File: src/rtl/seg_scan_driver_pkg.sv
// Shared types and constants for the 3-digit seven-segment scan driver.
//   conv_state_t   : binary-to-BCD converter FSM states
//   SEG_TABLE      : segment patterns for digits 0..9 (seg[0]=a ... seg[6]=g)
//   SEG_BLANK      : all segments off
//   DIG_*          : one-hot digit enables
//   bcd_adjust()   : double-dabble correction (add 3 to every nibble >= 5)
package seg_scan_driver_pkg;

    typedef enum logic [1:0] {
        ST_IDLE  = 2'd0,
        ST_SHIFT = 2'd1,
        ST_DONE  = 2'd2
    } conv_state_t;

    localparam logic [6:0] SEG_TABLE [10] = '{
        7'h3F, 7'h06, 7'h5B, 7'h4F, 7'h66,
        7'h6D, 7'h7D, 7'h07, 7'h7F, 7'h6F
    };

    localparam logic [6:0] SEG_BLANK = 7'h00;

    localparam logic [2:0] DIG_ONES = 3'b001;
    localparam logic [2:0] DIG_TENS = 3'b010;
    localparam logic [2:0] DIG_HUNS = 3'b100;
    localparam logic [2:0] DIG_NONE = 3'b000;

    function automatic logic [11:0] bcd_adjust(input logic [11:0] acc);
        logic [11:0] res;
        res = acc;
        for (int i = 0; i < 3; i++) begin
            if (acc[4*i +: 4] >= 4'd5) begin
                res[4*i +: 4] = acc[4*i +: 4] + 4'd3;
            end
        end
        return res;
    endfunction

endpackage

File: src/rtl/seg_scan_driver_digit_to_seg.sv
// BCD digit to seven-segment decode (combinational).
//   digit : 4-bit BCD digit; codes above 9 decode to all segments off
//   seg   : active-high segments, seg[0]=a ... seg[6]=g
module digit_to_seg
    import seg_scan_driver_pkg::*;
(
    input  logic [3:0] digit,
    output logic [6:0] seg
);

    always_comb begin
        seg = SEG_BLANK;
        if (digit <= 4'd9) begin
            seg = SEG_TABLE[digit];
        end
    end

endmodule

File: src/rtl/seg_scan_driver.sv
// Three-digit multiplexed seven-segment driver with a built-in
// shift-and-add-3 binary-to-BCD converter.
//   clk, rst_n : clock, asynchronous active-low reset
//   value      : 8-bit binary number to display
//   hold       : 1 = keep the displayed number frozen
//   seg        : registered segment drive (active-high)
//   dig_en     : registered one-hot digit enable ([0]=ones)
//   bcd        : displayed number, {hundreds,tens,ones}
//   busy       : 1 while a conversion is in progress
//
// Converter states:
//   state    | meaning
//   ST_IDLE  | sample value, clear accumulator and iteration count
//   ST_SHIFT | one add-3/shift iteration per cycle, 8 iterations
//   ST_DONE  | load accumulator into bcd unless hold, back to idle
module seg_scan_driver
    import seg_scan_driver_pkg::*;
#(
    parameter int unsigned SCAN_DIV      = 1024,
    parameter int unsigned BLANK_LEADING = 1
) (
    input  logic        clk,
    input  logic        rst_n,
    input  logic [7:0]  value,
    input  logic        hold,
    output logic [6:0]  seg,
    output logic [2:0]  dig_en,
    output logic [11:0] bcd,
    output logic        busy
);

    localparam logic [15:0] PRE_TC = 16'(SCAN_DIV - 1);

    conv_state_t state_q;
    logic [7:0]  shift_q;
    logic [11:0] acc_q;
    logic [2:0]  iter_q;
    logic [11:0] acc_adj;

    assign acc_adj = bcd_adjust(acc_q);

    always_ff @(posedge clk or negedge rst_n) begin
        if (!rst_n) begin
            state_q <= ST_IDLE;
            shift_q <= '0;
            acc_q   <= '0;
            iter_q  <= '0;
            bcd     <= '0;
            busy    <= 1'b0;
        end else begin
            case (state_q)
                ST_IDLE: begin
                    shift_q <= value;
                    acc_q   <= '0;
                    iter_q  <= '0;
                    busy    <= 1'b1;
                    state_q <= ST_SHIFT;
                end
                ST_SHIFT: begin
                    // {acc,shift} <<= 1 after correcting the accumulator
                    acc_q   <= {acc_adj[10:0], shift_q[7]};
                    shift_q <= {shift_q[6:0], 1'b0};
                    iter_q  <= iter_q + 3'd1;
                    if (iter_q == 3'd7) begin
                        state_q <= ST_DONE;
                    end
                end
                ST_DONE: begin
                    if (!hold) begin
                        bcd <= acc_q;
                    end
                    busy    <= 1'b0;
                    state_q <= ST_IDLE;
                end
                default: begin
                    busy    <= 1'b0;
                    state_q <= ST_IDLE;
                end
            endcase
        end
    end

    logic [15:0] pre_q;
    logic [1:0]  idx_q;

    always_ff @(posedge clk or negedge rst_n) begin
        if (!rst_n) begin
            pre_q <= '0;
            idx_q <= '0;
        end else if (pre_q == PRE_TC) begin
            pre_q <= '0;
            idx_q <= (idx_q == 2'd2) ? 2'd0 : idx_q + 2'd1;
        end else begin
            pre_q <= pre_q + 16'd1;
        end
    end

    logic [3:0] nib;
    logic       blank;
    logic [2:0] en_nxt;
    logic [6:0] dec_seg;

    always_comb begin
        nib    = 4'd0;
        blank  = 1'b1;
        en_nxt = DIG_NONE;
        case (idx_q)
            2'd0: begin
                nib    = bcd[3:0];
                blank  = 1'b0;
                en_nxt = DIG_ONES;
            end
            2'd1: begin
                nib    = bcd[7:4];
                blank  = (BLANK_LEADING != 0) && (bcd[11:8] == 4'd0) && (bcd[7:4] == 4'd0);
                en_nxt = DIG_TENS;
            end
            2'd2: begin
                nib    = bcd[11:8];
                blank  = (BLANK_LEADING != 0) && (bcd[11:8] == 4'd0);
                en_nxt = DIG_HUNS;
            end
            default: begin
                nib    = 4'd0;
                blank  = 1'b1;
                en_nxt = DIG_NONE;
            end
        endcase
    end

    digit_to_seg u_dec (
        .digit (nib),
        .seg   (dec_seg)
    );

    // seg and dig_en share one register stage so they always switch together
    always_ff @(posedge clk or negedge rst_n) begin
        if (!rst_n) begin
            seg    <= SEG_BLANK;
            dig_en <= DIG_NONE;
        end else begin
            seg    <= blank ? SEG_BLANK : dec_seg;
            dig_en <= en_nxt;
        end
    end

endmodule

File: config.mk
export PLATFORM = sky130hd
export DESIGN_NAME = seg_scan_driver
export DESIGN_NICKNAME = d
export VERILOG_FILES = /design/src/rtl/seg_scan_driver_pkg.sv /design/src/rtl/seg_scan_driver_digit_to_seg.sv /design/src/rtl/seg_scan_driver.sv
export SDC_FILE = /design/constraint.sdc
export NUM_CORES = 1
export LEC_CHECK = 0
export ABC_AREA = 1
export BUFFER_PORTS_ARGS = -buffer_cell sky130_fd_sc_hd__buf_2
export CORE_ASPECT_RATIO = 0.9
export CORE_MARGIN = 2
export CORE_UTILIZATION = 58
export CTS_CLUSTER_DIAMETER = 200
export DETAILED_ROUTE_END_ITERATION = 6
export PLACE_DENSITY = 0.9
export RECOVER_POWER = 25
export SLEW_MARGIN = 20
export SYNTH_ARGS = -nofsm -noshare
export SYNTH_HDL_FRONTEND = slang
export SYNTH_SLANG_ARGS = --single-unit
File: constraint.sdc
create_clock -name clk -period 2.25 [get_ports clk]
set_input_delay 0.45 -clock clk [delete_from_list [all_inputs] [get_ports clk]]
set_output_delay 0.45 -clock clk [all_outputs]
set_load 0.02 [all_outputs]
==> flow_metrics.py, run 1 <==
metrics = {
    "pwr": {
        "total_leakage_power_uw": 0.001944,
        "cellPowerDensity_mw_per_mm2": 956.5,
        "vdd_ir_drop_max_mv": 0.6774,
        "power_uw": 3558,
    },
    "clock_tree": {
        "worstSkewPairLatency_ns": 0.34,
        "cts_buffer_depth": 2,
        "cts_resized": 0,
        "cts_setup_buffers": 0,
        "clockRootBuffer": "clkbuf_8",
        "cts_hold_buf": 0,
        "cts_made_buffers": 9,
        "clk_pin_slew_ns": 0.07,
        "cts_sinks": 66,
        "cts.htree.levels": 3,
        "cts_tree": "yes",
    },
    "worst_setup_path": {
        "start_kind": "register",
        "path_delay_family": "simple AND/OR/NAND/NOR gates",
        "slowest_stage": "dfrtp_1",
        "crit_arrival_ns": 2.32,
        "critical_path_class": "register to register",
        "path_buf_inv": 1,
        "reg2reg_slack_ns": 0.15,
        "max_stage_delay_ns": 0.50,
        "worstPathCellList": "nor2_4, nand2_1, nand3_1, inv_1, ha_1, or2_2, nand4_1, nand2_1, nand2_2, nor2_1",
        "cp.required_ns": 2.47,
        "cp_common_cell": "nand2_1",
        "crit_fanout": 7,
        "end_kind": "register",
    },
    "finish": {
        "multi_input_area_mm2": 0.001361,
        "seq_area_mm2": 0.001652,
        "area_growth_pct": 15.14,
        "num-nets-final": 453,
        "layout-drive-gt1-share_pct": 15.01,
        "n_antenna_cell": 0,
        "fill_cells": 429,
    },
    "logic_synthesis": {
        "synth_compound_gate_area_share_pct": 8.017,
        "muxShareOfSynthArea_pct": 0,
        "synth_nets": 410,
        "synthCells": 385,
        "ys_ff_latch": 66,
        "synth_cell_type_count": 29,
        "synthesis.area_mm2": 0.003231,
        "synth-xor-area-share_pct": 3.524,
        "seq_area_frac_synth_pct": 51.12,
        "synth-adder-area-share_pct": 5.422,
        "syn_avg_cell_area_um2": 8.391,
        "synth_top_family_by_area": "simple AND/OR/NAND/NOR gates",
        "synth_ff_type": "dfrtp_1",
        "yosys_warnings": 0,
        "async_reset_ff_share_pct": 100.0,
        "yosys.area_share.simple_pct": 25.02,
        "synth_edf_count": 0,
    },
    "die": {
        "io_pins": 34,
        "dieHeight_um": 74.80,
        "core_mm2": 0.005318,
        "initial_core_util_pct": 60.75,
        "num_rows": 25,
        "die_w_um": 82.67,
        "dieArea_mm2": 0.006184,
    },
    "sta": {
        "slew-limit-headroom_pct": -5.073,
        "timing_hold_violations_final": 0,
        "fmax_mhz": 477.1,
        "grt_setup_unrepaired": "false",
        "fin_crit_sh_pct": 93.15,
        "period_minus_slack_ns": 2.096,
        "final_max_slew_viol_count": 67,
        "setup_viol": 0,
        "tightestPinTransition_ns": 1.576,
        "setup_tns_ns": 0,
        "skew_ns": 0.008557,
    },
    "grt": {
        "grt.total_usage_pct": 24.67,
        "grt_overflow": 0,
        "grt_pass1_wl_um": 11350,
        "grt_max_degree": 67,
        "antenna_found_initial": 0,
        "grt_pass1_vias": 2594,
    },
    "placed_design": {
        "port_buffers": 33,
        "dp_hpwl_um": 4766,
        "place.gp.congestion": 0.9135,
    },
    "drt": {
        "vias": 2654,
        "routedWlPerCell_um": 13.29,
        "drt_iter0_markers": 164,
        "antenna_left": 0,
        "drc": 0,
        "drt_wl_total_um": 6643,
        "dr.pass1.iters": 4,
        "via_per_inst": 5.308,
    },
    "run_status": {
        "outcome": "finished, violations left",
        "violations": "max-capacitance violations, max-slew violations",
    },
    "hold_path": {
        "hp-class": "input port to register",
    },
    "flow_run": {
        "maxCapViolCount": 1,
    },
}
[tightest hold or removal path, stage by stage]
cell and delay (ns):
buf_2 0.07, nand2_1 0.04, nand3_1 0.06
[cells in the final DEF, fill, tap and decap left out, types with 10 or more instances in the layout]
master    count
nand3_1      29
xor2_1       12
nand2_1      89
nor2_1       47
o21ai_0      31
buf_2        33
ha_1         14
dfrtp_1      66
inv_1        52
clkbuf_8     10
[cells in the mapped netlist, types with 2 or more instances]
library cell	instances	share of area (%)
nand2_1	89	10
nor3_1	7	1.1
clkbuf_1	4	0.46
o21ai_0	31	4.8
inv_1	53	6.2
o211ai_1	3	0.70
ha_1	14	5.4
nand3_1	29	4.5
a22o_1	2	0.54
o22ai_1	3	0.58
dfrtp_1	66	51
xor2_1	12	3.3
nor2_1	47	5.5
a21oi_1	4	0.62
nand3b_1	2	0.46
nor2_2	4	0.77
nand4_1	3	0.58
[area by class of cell]
class                      count  share of cell area, %
sequential                    66                  44.40
multi-input combinational    260                  36.60
inverter                      54                  5.449
timing repair buffer          37                  5.180
clock buffer                  10                  3.700
clock inverter                 6                  2.422
tap                           67                  2.254
[logic make-up after synthesis]
kind of cell | count (synthesis)
AO/OA/AOI/OAI | 46
flip-flops | 66
adder cells (fa/ha/maj) | 14
XOR/XNOR | 13
AND/OR/NAND/NOR | 187
buffers and inverters | 59
[sequential cells by signal (all words and copies together), names as in the netlist]
name and flops:
idx_q 2, busy 1, shift_q 8, pre_q 16, iter_q 3, seg 7, state_q 2, bcd 12
acc_q 12, dig_en 3
[power by group]
group / switching [µW] / internal (µW) / leakage, µW / total, µW
combinational: 637 / 314 / 0.000988 / 951
clock: 454 / 655 / 0.000112 / 1110
sequential: 126 / 1370 / 0.000844 / 1500
[through the flow]
stage | util (%) | instances | setup slack [ns] | hold slack, ns | area, µm²
after floorplan | - | 385 | 0.3775 | 0.1544 | 3231
after global placement | 65.86 | 484 | 0.2704 | 0.4458 | 3502
after detailed placement | 65.86 | 484 | 0.1417 | 0.4620 | 3502
after CTS | 70.14 | 500 | 0.1160 | 0.1191 | 3730
after global routing | 69.95 | 500 | 0.01240 | 0.3413 | 3720
final | 69.95 | 500 | 0.1540 | 0.3227 | 3720
[layer usage]
| metal | GRT usage, % | up-vias | share of wire (%) |
|---|---|---|---|
| met5 | 0 | - | 0 |
| met4 | 8.561 | 0 | 1.2 |
| met3 | 8.034 | 10 | 4.6 |
| met2 | 43.19 | 69 | 52 |
| met1 | 28.62 | 1263 | 43 |
| li1 | - | 1312 | - |
[final timing paths]
path                            startpoint         end  depth (start not counted)
worst max-delay path              idx_q[1]      seg[0]                         10
worst min-delay path              value[3]  shift_q[3]                          3
worst max register to register    idx_q[1]      seg[0]                         10
worst min register to register    pre_q[0]    pre_q[0]                          1
max in group asynchronous            rst_n      bcd[2]                          2
min in group asynchronous            rst_n      seg[0]                          2
(Power assumes the default switching activity.)
==> run 2: changes to the inputs <==
--- a/config.mk
+++ b/config.mk
@@ -9,10 +9,11 @@
 export BUFFER_PORTS_ARGS = -buffer_cell sky130_fd_sc_hd__buf_2
 export CORE_ASPECT_RATIO = 0.9
 export CORE_MARGIN = 2
-export CORE_UTILIZATION = 58
+export CORE_UTILIZATION = 45
 export CTS_CLUSTER_DIAMETER = 200
 export DETAILED_ROUTE_END_ITERATION = 6
-export PLACE_DENSITY = 0.9
+export MAX_ROUTING_LAYER = met4
+export PLACE_DENSITY = 0.75
 export RECOVER_POWER = 25
 export SLEW_MARGIN = 20
 export SYNTH_ARGS = -nofsm -noshare
==> flow_metrics.py, run 2 (synthesis results as in run 1) <==
metrics = {
    "clock_tree": {
        "cts_tree": "yes",
        "cts_hold_buf": 0,
        "cts.htree.levels": 3,
        "worstSkewPairLatency_ns": 0.34,
        "clockRootBuffer": "clkbuf_8",
        "cts_buffer_depth": 2,
        "cts_made_buffers": 9,
        "cts_resized": 0,
        "clk_pin_slew_ns": 0.07,
        "cts_sinks": 66,
        "cts_setup_buffers": 0,
    },
    "sta": {
        "setup_viol": 0,
        "skew_ns": 0.01224,
        "fin_crit_sh_pct": 91.08,
        "slew-limit-headroom_pct": -3.272,
        "tightestPinTransition_ns": 1.549,
        "timing_hold_violations_final": 0,
        "setup_tns_ns": 0,
        "final_max_slew_viol_count": 67,
        "grt_setup_unrepaired": "false",
        "fmax_mhz": 488.0,
        "period_minus_slack_ns": 2.049,
    },
    "finish": {
        "mostFrequentLayoutCell": "nand2_1",
        "largest_reg_flops": 16,
        "top_regs": "pre_q x16, acc_q x12, bcd x12",
        "fill_cells": 656,
        "layout-drive-gt1-share_pct": 14.78,
        "regMostFlops": "pre_q",
        "final_cells": 526,
        "num-nets-final": 453,
        "n_antenna_cell": 0,
        "final_cell_mix": "nand2_1, dfrtp_1, inv_1",
        "area_growth_pct": 15.14,
    },
    "drt": {
        "drc": 0,
        "drt_wl_total_um": 6118,
        "drt_iter0_markers": 163,
        "vias": 2517,
        "antenna_left": 0,
        "via_per_inst": 4.785,
        "routedWlPerCell_um": 11.63,
        "dr.pass1.iters": 5,
    },
    "placed_design": {
        "dp_hpwl_um": 4423,
        "dp_cells": 510,
        "place.gp.congestion": 0.8647,
        "port_buffers": 33,
    },
    "die": {
        "num_rows": 29,
        "dieHeight_um": 84.38,
        "initial_core_util_pct": 46.13,
        "die_w_um": 93.31,
        "io_pins": 34,
        "core_mm2": 0.007003,
        "dieArea_mm2": 0.007874,
    },
    "worst_setup_path": {
        "cp.required_ns": 2.48,
        "crit_arrival_ns": 2.28,
        "crit_fanout": 7,
        "critical_path_class": "register to register",
        "start_kind": "register",
        "end_kind": "register",
    },
    "flow_run": {
        "maxCapViolCount": 1,
    },
    "grt": {
        "grt.total_usage_pct": 17.74,
        "grt_pass1_wl_um": 10770,
        "grt_max_degree": 67,
        "grt_pass1_vias": 2484,
        "grt_overflow": 0,
        "antenna_found_initial": 0,
    },
    "pwr": {
        "cellPowerDensity_mw_per_mm2": 912.3,
        "vdd_ir_drop_max_mv": 0.3771,
        "total_leakage_power_uw": 0.001935,
        "power_uw": 3394,
    },
    "run_status": {
        "violations": "max-capacitance violations, max-slew violations",
        "outcome": "finished, violations left",
    },
    "hold_path": {
        "hp-class": "input port to register",
    },
}
[run 2: changes by cell type in the layout (fill, tap and decap cells not counted), sizes merged]
| cell | previous run | this run |
|---|---|---|
| clkinv | 3 | 4 |
| bufinv | 2 | 1 |
| clkbuf | 11 | 12 |
| clkinvlp | 1 | 0 |
[run 2: layout make-up]
type / instances / area (µm²) / share of cell area, %
clock buffer: 11 / 141.4 / 3.801
tap: 93 / 116.4 / 3.128
sequential: 66 / 1652 / 44.40
multi-input combinational: 260 / 1361 / 36.60
clock inverter: 5 / 53.80 / 1.446
inverter: 54 / 202.7 / 5.449
timing repair buffer: 37 / 192.7 / 5.180
[run 2: final timing paths]
| path | startpoint | endpoint | slack [ns] | depth (start not counted) |
|---|---|---|---|---|
| worst max-delay path | idx_q[1] | seg[6] | 0.20 | 10 |
| worst min-delay path | value[0] | shift_q[0] | 0.32 | 3 |
| worst max register to register | idx_q[1] | seg[6] | 0.20 | 10 |
| max in group asynchronous | rst_n | acc_q[8] | 0.73 | 2 |
| min in group asynchronous | rst_n | pre_q[11] | 0.57 | 2 |
| worst min register to register | pre_q[0] | pre_q[0] | 0.47 | 1 |
[run 2: per-stage QoR]
stage	cell area, µm²	setup WS, ns	hold WS (ns)	utilization [%]
global route	3720	0.06562	0.3232	53.12
CTS	3730	0.1313	0.1109	53.26
finish	3720	0.2007	0.3184	53.12
detailed placement	3535	0.1340	0.4575	50.47
global placement	3535	0.2634	0.4545	50.47
floorplan	3231	0.3775	0.1544	-
[run 2: layer usage]
metal  share of wire [%]  GRT usage, %
met3                 4.2         5.476
met2                  45         27.34
met5                   0             -
met1                  50         22.62
met4                 1.1         5.214
[run 2: where the power goes]
group | internal [µW] | switching (µW)
logic | 312 | 610
registers | 1370 | 129
clock network | 538 | 434
[run 2: worst max-delay path, cell delays in order (launching register included)]
cell and delay (ns):
dfrtp_1 0.50, nor2_4 0.21, nand2_1 0.07, nand3_1 0.20, inv_1 0.12, ha_1 0.22, or2_2 0.30, nand4_1 0.09
nand2_1 0.07, nand2_2 0.11, nor2_1 0.06
==> run 3: changes to the inputs <==
--- a/config.mk
+++ b/config.mk
@@ -18,4 +18,5 @@
 export SLEW_MARGIN = 20
 export SYNTH_ARGS = -nofsm -noshare
 export SYNTH_HDL_FRONTEND = slang
+export SYNTH_HIERARCHICAL = 1
 export SYNTH_SLANG_ARGS = --single-unit
==> flow_metrics.py, run 3 <==
metrics = {
    "drt": {
        "routedWlPerCell_um": 11.18,
        "dr.pass1.iters": 4,
        "via_per_inst": 4.728,
        "drt_iter0_markers": 105,
        "antenna_left": 0,
        "drt_wl_total_um": 6362,
        "drc": 0,
        "vias": 2690,
    },
    "sta": {
        "slew-limit-headroom_pct": 8.724,
        "final_max_slew_viol_count": 0,
        "setup_slack_ns": 0.3165,
        "setup_tns_ns": 0,
        "tightestPinTransition_ns": 1.369,
        "fmax_mhz": 517.2,
        "skew_ns": 0.007287,
        "fin_crit_sh_pct": 85.94,
        "timing_hold_violations_final": 0,
        "setup_viol": 0,
        "grt_setup_unrepaired": "false",
        "whs_ns": 0.3284,
        "period_minus_slack_ns": 1.934,
    },
    "die": {
        "dieHeight_um": 86.21,
        "core_mm2": 0.007148,
        "num_rows": 29,
        "die_w_um": 95.35,
        "io_pins": 34,
        "initial_core_util_pct": 47.28,
        "dieArea_mm2": 0.008220,
    },
    "pwr": {
        "vdd_ir_drop_max_mv": 0.4305,
        "clkPwrFrac_pct": 27.0,
        "swShare_pct": 35.56,
        "total_leakage_power_uw": 0.002000,
        "p_int_uw": 2188,
        "power.switching_uw": 1207,
        "seqPwrFrac_pct": 44.9,
        "cellPowerDensity_mw_per_mm2": 884.1,
        "p_comb_share_pct": 28.1,
    },
    "grt": {
        "grt.total_usage_pct": 17.92,
        "top_usage_layer": "met2",
        "grt_max_degree": 42,
        "grt_pass1_vias": 2575,
        "met1_usage_pct": 22.80,
        "grt_util_met2_pct": 28.36,
        "grt_pass1_wl_um": 11270,
        "antenna_found_initial": 0,
        "grt_overflow": 0,
        "grt_util_met3_pct": 4.696,
    },
    "finish": {
        "fill_cells": 702,
        "mostFrequentLayoutCell": "nand2_1",
        "largest_reg_flops": 16,
        "n_antenna_cell": 0,
        "area_growth_pct": 13.62,
        "layout-drive-gt1-share_pct": 14.50,
        "num-nets-final": 497,
        "regMostFlops": "pre_q",
        "seq_area_mm2": 0.001652,
        "top_regs": "pre_q x16, acc_q x12, bcd x12",
        "fin_util_pct": 53.72,
        "final_area_mm2": 0.003840,
        "final_cell_mix": "nand2_1, dfrtp_1, inv_1",
        "multi_input_area_mm2": 0.001451,
    },
    "worst_setup_path": {
        "start_kind": "register",
        "worstPathCellList": "inv_1, nor2_1, nand2_1, nand3_1, inv_1, ha_1, nor2_1, nor2_1, nor2_1, nor2_1, inv_1, nor2_1",
        "crit_fanout": 5,
        "end_kind": "register",
        "cp_common_cell": "nor2_1",
        "slowest_stage": "dfrtp_1",
        "reg2regPathDepth": 12,
        "cp.required_ns": 2.47,
        "max_stage_delay_ns": 0.42,
        "crit_arrival_ns": 2.15,
        "critical_path_class": "register to register",
    },
    "logic_synthesis": {
        "yosys.area.top_type": "dfrtp_1",
        "synth_edf_count": 0,
        "synthesis.area_mm2": 0.003379,
        "synth_ff_type": "dfrtp_1",
        "ys_ff_latch": 66,
        "seq_area_frac_synth_pct": 48.87,
        "syn_avg_cell_area_um2": 7.859,
        "yosysMostFrequentCell": "nand2_1",
        "synth_nets": 456,
        "async_reset_ff_share_pct": 100.0,
        "yosys_warnings": 6,
        "synth_area_leaders": "dfrtp_1, nand2_1, inv_1",
        "synthTopCellsByCount": "nand2_1, dfrtp_1, inv_1",
        "synth_top_cell_area_share_pct": 48.87,
        "synthCells": 430,
        "synth_cell_type_count": 26,
    },
    "clock_tree": {
        "cts_hold_buf": 0,
        "cts_made_buffers": 9,
        "cts_buffer_depth": 2,
        "cts_sinks": 66,
        "cts_setup_buffers": 0,
        "cts.htree.levels": 3,
        "clk_pin_slew_ns": 0.07,
        "cts_resized": 0,
        "clockRootBuffer": "clkbuf_8",
        "cts_tree": "yes",
        "worstSkewPairLatency_ns": 0.33,
    },
    "placed_design": {
        "port_buffers": 33,
        "place_area_mm2": 0.003664,
        "dp_slack_ns": 0.3099,
        "dp_hpwl_um": 4811,
        "place.gp.congestion": 0.8441,
    },
    "flow_run": {
        "maxCapViolCount": 0,
    },
    "hold_path": {
        "hp-class": "input port to register",
        "worstHoldPathCells": 3,
    },
    "run_status": {
        "outcome": "complete, no violations",
    },
}
run 3: cell count changes in the layout (fill, tap and decap cells not counted), sizes merged, moves of 3 or more:
cell / before / now
nand3: 31 / 27
nor3: 7 / 2
nor2: 52 / 62
xor2: 12 / 4
nand4: 3 / 6
inv: 54 / 65
nand2: 90 / 134
run 3: critical path, delay by kind of cell, from the launching register on:
kind / cells / cell delay, ns
adder cells (fa/ha/maj): 1 / 0.25
AND/OR/NAND/NOR: 8 / 0.91
buffers and inverters: 3 / 0.26
flip-flops: 1 / 0.42
run 3: power by group through the flow:
stage,sequential [µW],combinational [µW],clock (µW)
after floorplan,1660,548,0
after global placement,1540,936,0
after detailed placement,1550,966,0
after CTS,1520,969,947
after global routing,1550,1120,1010
final,1520,955,917
run 3: area by class of cell:
| type | instances | area share, % |
|---|---|---|
| clock buffer | 12 | 4.301 |
| clock inverter | 4 | 0.6517 |
| inverter | 65 | 6.354 |
| multi-input combinational | 293 | 37.80 |
| sequential | 66 | 43.01 |
| tap | 93 | 3.030 |
| timing repair buffer | 36 | 4.855 |
run 3: cell families (layout without fill, tap and decap cells):
group           Yosys count  count (layout)  share of synthesized area, %
compound gates           40              40                         6.665
xor+xnor                  6               6                         1.555
fa+ha+maj                15              15                         5.553
buf+inv                  71             117                         8.182
flops                    66              66                         48.87
simple gates            232             232                         29.17
run 3: worst paths after layout:
| path | endpoint | slack (ns) | from |
|---|---|---|---|
| worst max-delay path | seg[2] | 0.32 | idx_q[1] |
| worst min-delay path | shift_q[6] | 0.33 | value[6] |
| worst max register to register | seg[2] | 0.32 | idx_q[1] |
| worst min register to register | state_q[0] | 0.45 | state_q[0] |
| max in group asynchronous | acc_q[11] | 0.50 | rst_n |
| min in group asynchronous | pre_q[13] | 0.41 | rst_n |
run 3: routing by layer:
layer | wire (µm) | vias to the layer above
met1 | 3138 | 1229
met3 | 266 | 7
met4 | 60 | 0
met2 | 2896 | 43
met5 | 0 | -
li1 | - | 1411
run 3: through the flow:
step | cells | power (µW)
6_report | 569 | 3395
3_3_place_gp | 553 | 2480
2_1_floorplan | 430 | 2211
3_5_place_dp | 553 | 2513
4_1_cts | 569 | 3440
5_1_grt | 569 | 3680
